### src/rtl/arm_mem_pkg.sv
// Shared types and constants for the ARM pipeline data-memory path.
//   state_t           : sram_controller FSM states
//   op_t              : latched access direction
//   DATA_BASE_DEFAULT : byte address that maps to SRAM half-word 0
package arm_mem_pkg;

  localparam logic [31:0] DATA_BASE_DEFAULT = 32'd1024;

  typedef enum logic [1:0] {
    IDLE   = 2'd0,
    ACC_LO = 2'd1,
    ACC_HI = 2'd2,
    DONE   = 2'd3
  } state_t;

  typedef enum logic {
    OP_READ  = 1'b0,
    OP_WRITE = 1'b1
  } op_t;

endpackage

### src/rtl/sram_controller.sv
// Data-memory responder: serves 32-bit word reads/writes from the MEM stage
// using two half-word accesses on an external 16-bit asynchronous SRAM.
// ready is low while an access is pending (the pipeline freezes on ~ready).
//
// Ports:
//   clk, reset          system clock, synchronous active-high reset
//   mem_r_en, mem_w_en  MEM stage read / write request
//   address, wdata      word-aligned byte address and write data
//   rdata, ready        read data (valid while ready after a read), not-busy
//   sram_addr           SRAM half-word address
//   sram_dq_o/_oe/_i    SRAM data out, drive enable, data in
//   sram_we_n           SRAM write enable, active low
//
// state  | meaning
// IDLE   | no access; ready follows ~(mem_r_en | mem_w_en)
// ACC_LO | low half-word access, HALF_CYCLES cycles
// ACC_HI | high half-word access, HALF_CYCLES cycles
// DONE   | ready high for one cycle, pipeline advances
module sram_controller
  import arm_mem_pkg::*;
#(
  parameter int          SRAM_ADDR_W = 18,
  parameter int          HALF_CYCLES = 2,
  parameter logic [31:0] DATA_BASE   = DATA_BASE_DEFAULT
) (
  input  logic                   clk,
  input  logic                   reset,
  input  logic                   mem_r_en,
  input  logic                   mem_w_en,
  input  logic [31:0]            address,
  input  logic [31:0]            wdata,
  output logic [31:0]            rdata,
  output logic                   ready,
  output logic [SRAM_ADDR_W-1:0] sram_addr,
  output logic [15:0]            sram_dq_o,
  output logic                   sram_dq_oe,
  input  logic [15:0]            sram_dq_i,
  output logic                   sram_we_n
);

  localparam int IDX_W = SRAM_ADDR_W - 1;
  localparam int CNT_W = $clog2(HALF_CYCLES);
  localparam logic [CNT_W-1:0] CNT_LAST    = CNT_W'(HALF_CYCLES - 1);
  localparam logic [CNT_W-1:0] CNT_PRELAST = CNT_W'(HALF_CYCLES - 2);

  state_t           state;
  logic [CNT_W-1:0] cnt;
  logic [IDX_W-1:0] idx_q;
  logic [31:0]      wdata_q;
  op_t              op_q;

  logic [IDX_W-1:0] idx_next;
  logic             is_wr;

  // Out-of-range addresses wrap silently through the truncation.
  assign idx_next = IDX_W'((address - DATA_BASE) >> 2);
  assign is_wr    = (op_q == OP_WRITE);

  always_comb begin
    ready = 1'b0;
    case (state)
      IDLE:    ready = ~(mem_r_en | mem_w_en);
      DONE:    ready = 1'b1;
      default: ready = 1'b0;
    endcase
  end

  // Outputs are registered one edge ahead: the values loaded on an edge are
  // what the SRAM sees for the following cycle. The last cycle of each
  // half is a write hold cycle (we_n high, address/data still stable).
  always_ff @(posedge clk) begin
    if (reset) begin
      state      <= IDLE;
      cnt        <= '0;
      idx_q      <= '0;
      wdata_q    <= '0;
      op_q       <= OP_READ;
      rdata      <= '0;
      sram_addr  <= '0;
      sram_dq_o  <= '0;
      sram_dq_oe <= 1'b0;
      sram_we_n  <= 1'b1;
    end else begin
      case (state)
        IDLE: begin
          if (mem_r_en | mem_w_en) begin
            idx_q      <= idx_next;
            wdata_q    <= wdata;
            op_q       <= mem_w_en ? OP_WRITE : OP_READ;
            cnt        <= '0;
            state      <= ACC_LO;
            sram_addr  <= {idx_next, 1'b0};
            sram_dq_o  <= wdata[15:0];
            sram_dq_oe <= mem_w_en;
            sram_we_n  <= ~mem_w_en;
          end
        end
        ACC_LO: begin
          if (cnt == CNT_LAST) begin
            if (!is_wr) rdata[15:0] <= sram_dq_i;
            cnt       <= '0;
            state     <= ACC_HI;
            sram_addr <= {idx_q, 1'b1};
            sram_dq_o <= wdata_q[31:16];
            sram_we_n <= ~is_wr;
          end else begin
            cnt       <= cnt + 1'b1;
            sram_we_n <= (cnt == CNT_PRELAST) ? 1'b1 : ~is_wr;
          end
        end
        ACC_HI: begin
          if (cnt == CNT_LAST) begin
            if (!is_wr) rdata[31:16] <= sram_dq_i;
            cnt        <= '0;
            state      <= DONE;
            sram_dq_oe <= 1'b0;
            sram_we_n  <= 1'b1;
          end else begin
            cnt       <= cnt + 1'b1;
            sram_we_n <= (cnt == CNT_PRELAST) ? 1'b1 : ~is_wr;
          end
        end
        DONE: begin
          state <= IDLE;
        end
        default: begin
          state <= IDLE;
        end
      endcase
    end
  end

endmodule
### config.mk
export PLATFORM = sky130hd
export DESIGN_NAME = sram_controller
export DESIGN_NICKNAME = d
export VERILOG_FILES = /design/src/rtl/arm_mem_pkg.sv /design/src/rtl/sram_controller.sv
export SDC_FILE = /design/constraint.sdc
export NUM_CORES = 1
export LEC_CHECK = 0
export CORE_MARGIN = 3
export CORE_UTILIZATION = 42
export CTS_CLUSTER_DIAMETER = 30
export DETAILED_ROUTE_END_ITERATION = 12
export DONT_BUFFER_PORTS = 1
export RECOVER_POWER = 100
export SLEW_MARGIN = 25
export SYNTH_ARGS = -nofsm -noshare
export SYNTH_HDL_FRONTEND = slang
export SYNTH_SLANG_ARGS = --single-unit
### constraint.sdc
create_clock -name clk -period 2.5 [get_ports clk]
set_clock_uncertainty 0.1 [all_clocks]
set_input_delay 0.5 -clock clk [delete_from_list [all_inputs] [get_ports clk]]
set_output_delay 0.5 -clock clk [all_outputs]
set_load 0.01 [all_outputs]
==> impl_metrics.json <==
{
  "drt-total-wl_mm": 10.0,
  "die_area_um2": 11400,
  "htreeDepth": 3,
  "row_count": 36,
  "initial_core_util_pct": 43.4,
  "num_vias": 3353,
  "cp_top_family": "simple AND/OR/NAND/NOR gates",
  "cp_slowest_cell": "dfxtp_1",
  "worst_setup_path_end_kind": "output port",
  "stdcell_area_um2": 4550,
  "timing.final.crit_share_pct": 92.4,
  "yosysWarnings": 0,
  "postCtsHoldBufs": 0,
  "route.detailed.drc": 0,
  "area_delta_synth_final_pct": 6.75,
  "io_buffers": 0,
  "first_pass_iters": 4,
  "arrival_ns": 1.71,
  "cellLeakagePower_nw": 1.62,
  "postPlaceCellArea_um2": 4360,
  "critPathBufInv": 2,
  "hold_class": "in2reg",
  "syn-num-nets": 594,
  "cts.clk_slew.worst_paths_ns": 0.10,
  "tightest_slew_ns": 0.906,
  "status": "completed",
  "netlist_area_um2": 4260,
  "start_kind": "flip-flop",
  "drt_iter0_drc": 232,
  "vias_per_cell": 5.36,
  "hpwl_mm": 6.73,
  "synthDistinctLibCells": 41,
  "clock-sinks": 105,
  "syn_inst": 503,
  "grt_pass1_vias": 3291,
  "grt_max_degree": 97,
  "ir_drop_uv": 475,
  "cts_buffers": 9,
  "dieHeight_um": 107,
  "drive_above_1_share_pct": 7.10,
  "coreArea_um2": 9820,
  "crit_required_ns": 1.90,
  "nets": 579,
  "routabilityCongestion": 0.779,
  "cp_cell_sequence": "inv_1 > ha_2 > nor3b_2 > buf_4 > nor2_1 > nor2_2",
  "hold_ws_ns": 0.0957,
  "grt-ovfl-total": 0,
  "clk_root_buffer_cell": "clkbuf_8",
  "antenna_found_initial": 0,
  "synth_edf_count": 0,
  "ios": 153,
  "ys.flop_type": "dfxtp_1",
  "fin_tns_setup_ns": 0,
  "synth_area_per_cell_um2": 8.47,
  "ys_ff_latch": 105,
  "synthArstFlopShare_pct": 0,
  "ant_nets": 0,
  "max-cap-violations": 0,
  "die_w_um": 107,
  "criticalPathCategory": "reg2out",
  "finalSetupViolations": 0,
  "p_total_mw": 5.23,
  "grt_usage_pct": 17.5,
  "drv_slew": 0,
  "crit_path_max_incr_delay_ns": 0.36,
  "final-hold-violation-count": 0,
  "num_antenna_cells": 0,
  "cts_tree": "done",
  "insertion_delay_ns": 0.36,
  "post_drt_wl_per_cell_um": 16.0,
  "grt_pass1_wl_mm": 16.0,
  "slew_headroom_pct": 39.6,
  "power_density_nw_per_um2": 1150,
  "fin_crit_ns": 2.31,
  "cp_max_fo": 10,
  "fmax_ghz": 0.433,
  "yosysSeqAreaShare_pct": 49.3,
  "rsz0062_at_grt": "false",
  "clockBufferDepth": 2
}
==> metal layers <==
metal	global-route usage [%]	up-vias	wire, µm
met5	0	-	0
met4	6.58	0	175
met3	7.22	14	991
met2	28.2	104	4610
met1	20.9	1560	4240
li1	-	1675	-
==> cell type report <==
cell class                 count  area (µm²)
clock buffer                  10         138
clock inverter                 6        71.3
fill                        1003        5270
inverter                       7        26.3
multi-input combinational    355        1980
sequential                   105        2100
tap                          133         166
timing repair buffer          10        62.6
==> cells in the mapped netlist, types with 2 or more instances <==
cell | instances | area [µm²]
clkbuf_1 | 22 | 82.6
nand3_1 | 3 | 15.0
o221ai_1 | 2 | 17.5
o21ai_1 | 2 | 10.0
nand4_1 | 3 | 18.8
buf_1 | 3 | 11.3
a211oi_1 | 29 | 218
nor2b_1 | 3 | 18.8
nand2b_1 | 2 | 12.5
o21ai_0 | 13 | 65.1
ha_1 | 7 | 87.6
mux2i_1 | 30 | 300
nand2_1 | 128 | 480
inv_1 | 7 | 26.3
dfxtp_1 | 105 | 2100
a21oi_1 | 66 | 330
buf_2 | 11 | 55.1
xnor2_1 | 4 | 35.0
xor2_1 | 2 | 17.5
nor2_1 | 40 | 150
==> metrics by stage <==
stage,instances,utilization (%),worst slack (ns)
2_1_floorplan,503,-,0.582
3_3_place_gp,610,44.4,0.399
3_5_place_dp,610,44.4,0.331
4_1_cts,626,46.5,0.0270
5_1_grt,626,46.3,0.0318
6_report,626,46.3,0.191
==> state kept, by name (all words and copies together), names as in the netlist, 2 cells and up <==
signal     cells
idx_q         17
wdata_q       16
sram_dq_o     16
state          2
rdata         32
sram_addr     18
==> power breakdown <==
group / switching, mW / internal [mW]
clock network: 0.596 / 0.503
registers: 0.396 / 2.10
logic: 1.01 / 0.618
total: 2.01 / 3.22
==> cell families after synthesis <==
group,Yosys count,synth area share [%]
xor+xnor,6,1.23
simple gates,187,18.4
fa+ha+maj,7,2.06
flops,105,49.3
compound gates,124,17.6
buf+inv,43,4.11
mux,31,7.31
==> placed cells by master, fill, tap and decap left out, types with 2 or more instances in the layout <==
cell	Yosys	layout
inv_6	0	2
nand2b_1	2	2
nor2_1	40	39
clkbuf_2	0	5
a21oi_1	66	66
ha_1	7	6
inv_1	7	7
nand4_1	3	3
nand2_1	128	128
o21ai_0	13	15
dfxtp_1	105	105
mux2i_1	30	30
nor2b_1	3	3
a211oi_1	29	29
nand3_1	3	3
buf_4	0	5
clkbuf_8	0	10
xnor2_1	4	4
xor2_1	2	2
o221ai_1	2	3
==> path summary, 6_finish.rpt <==
| check | startpoint | to | slack [ns] | cells past startpoint |
|---|---|---|---|---|
| min reg2reg | idx_q[7] | idx_q[7] | 0.35 | 2 |
| min | reset | idx_q[6] | 0.1 | 1 |
| max | state[0] | ready | 0.19 | 6 |
| max reg2reg | state[1] | sram_dq_o[15] | 0.34 | 8 |
==> repair_timing <==
item                                    in CTS  in global routing
endpoints found under the setup margin       0                  1
buffers inserted                             0                  0
resized for setup                            0                  2
No activity file was read; power rests on OpenSTA's default activity.
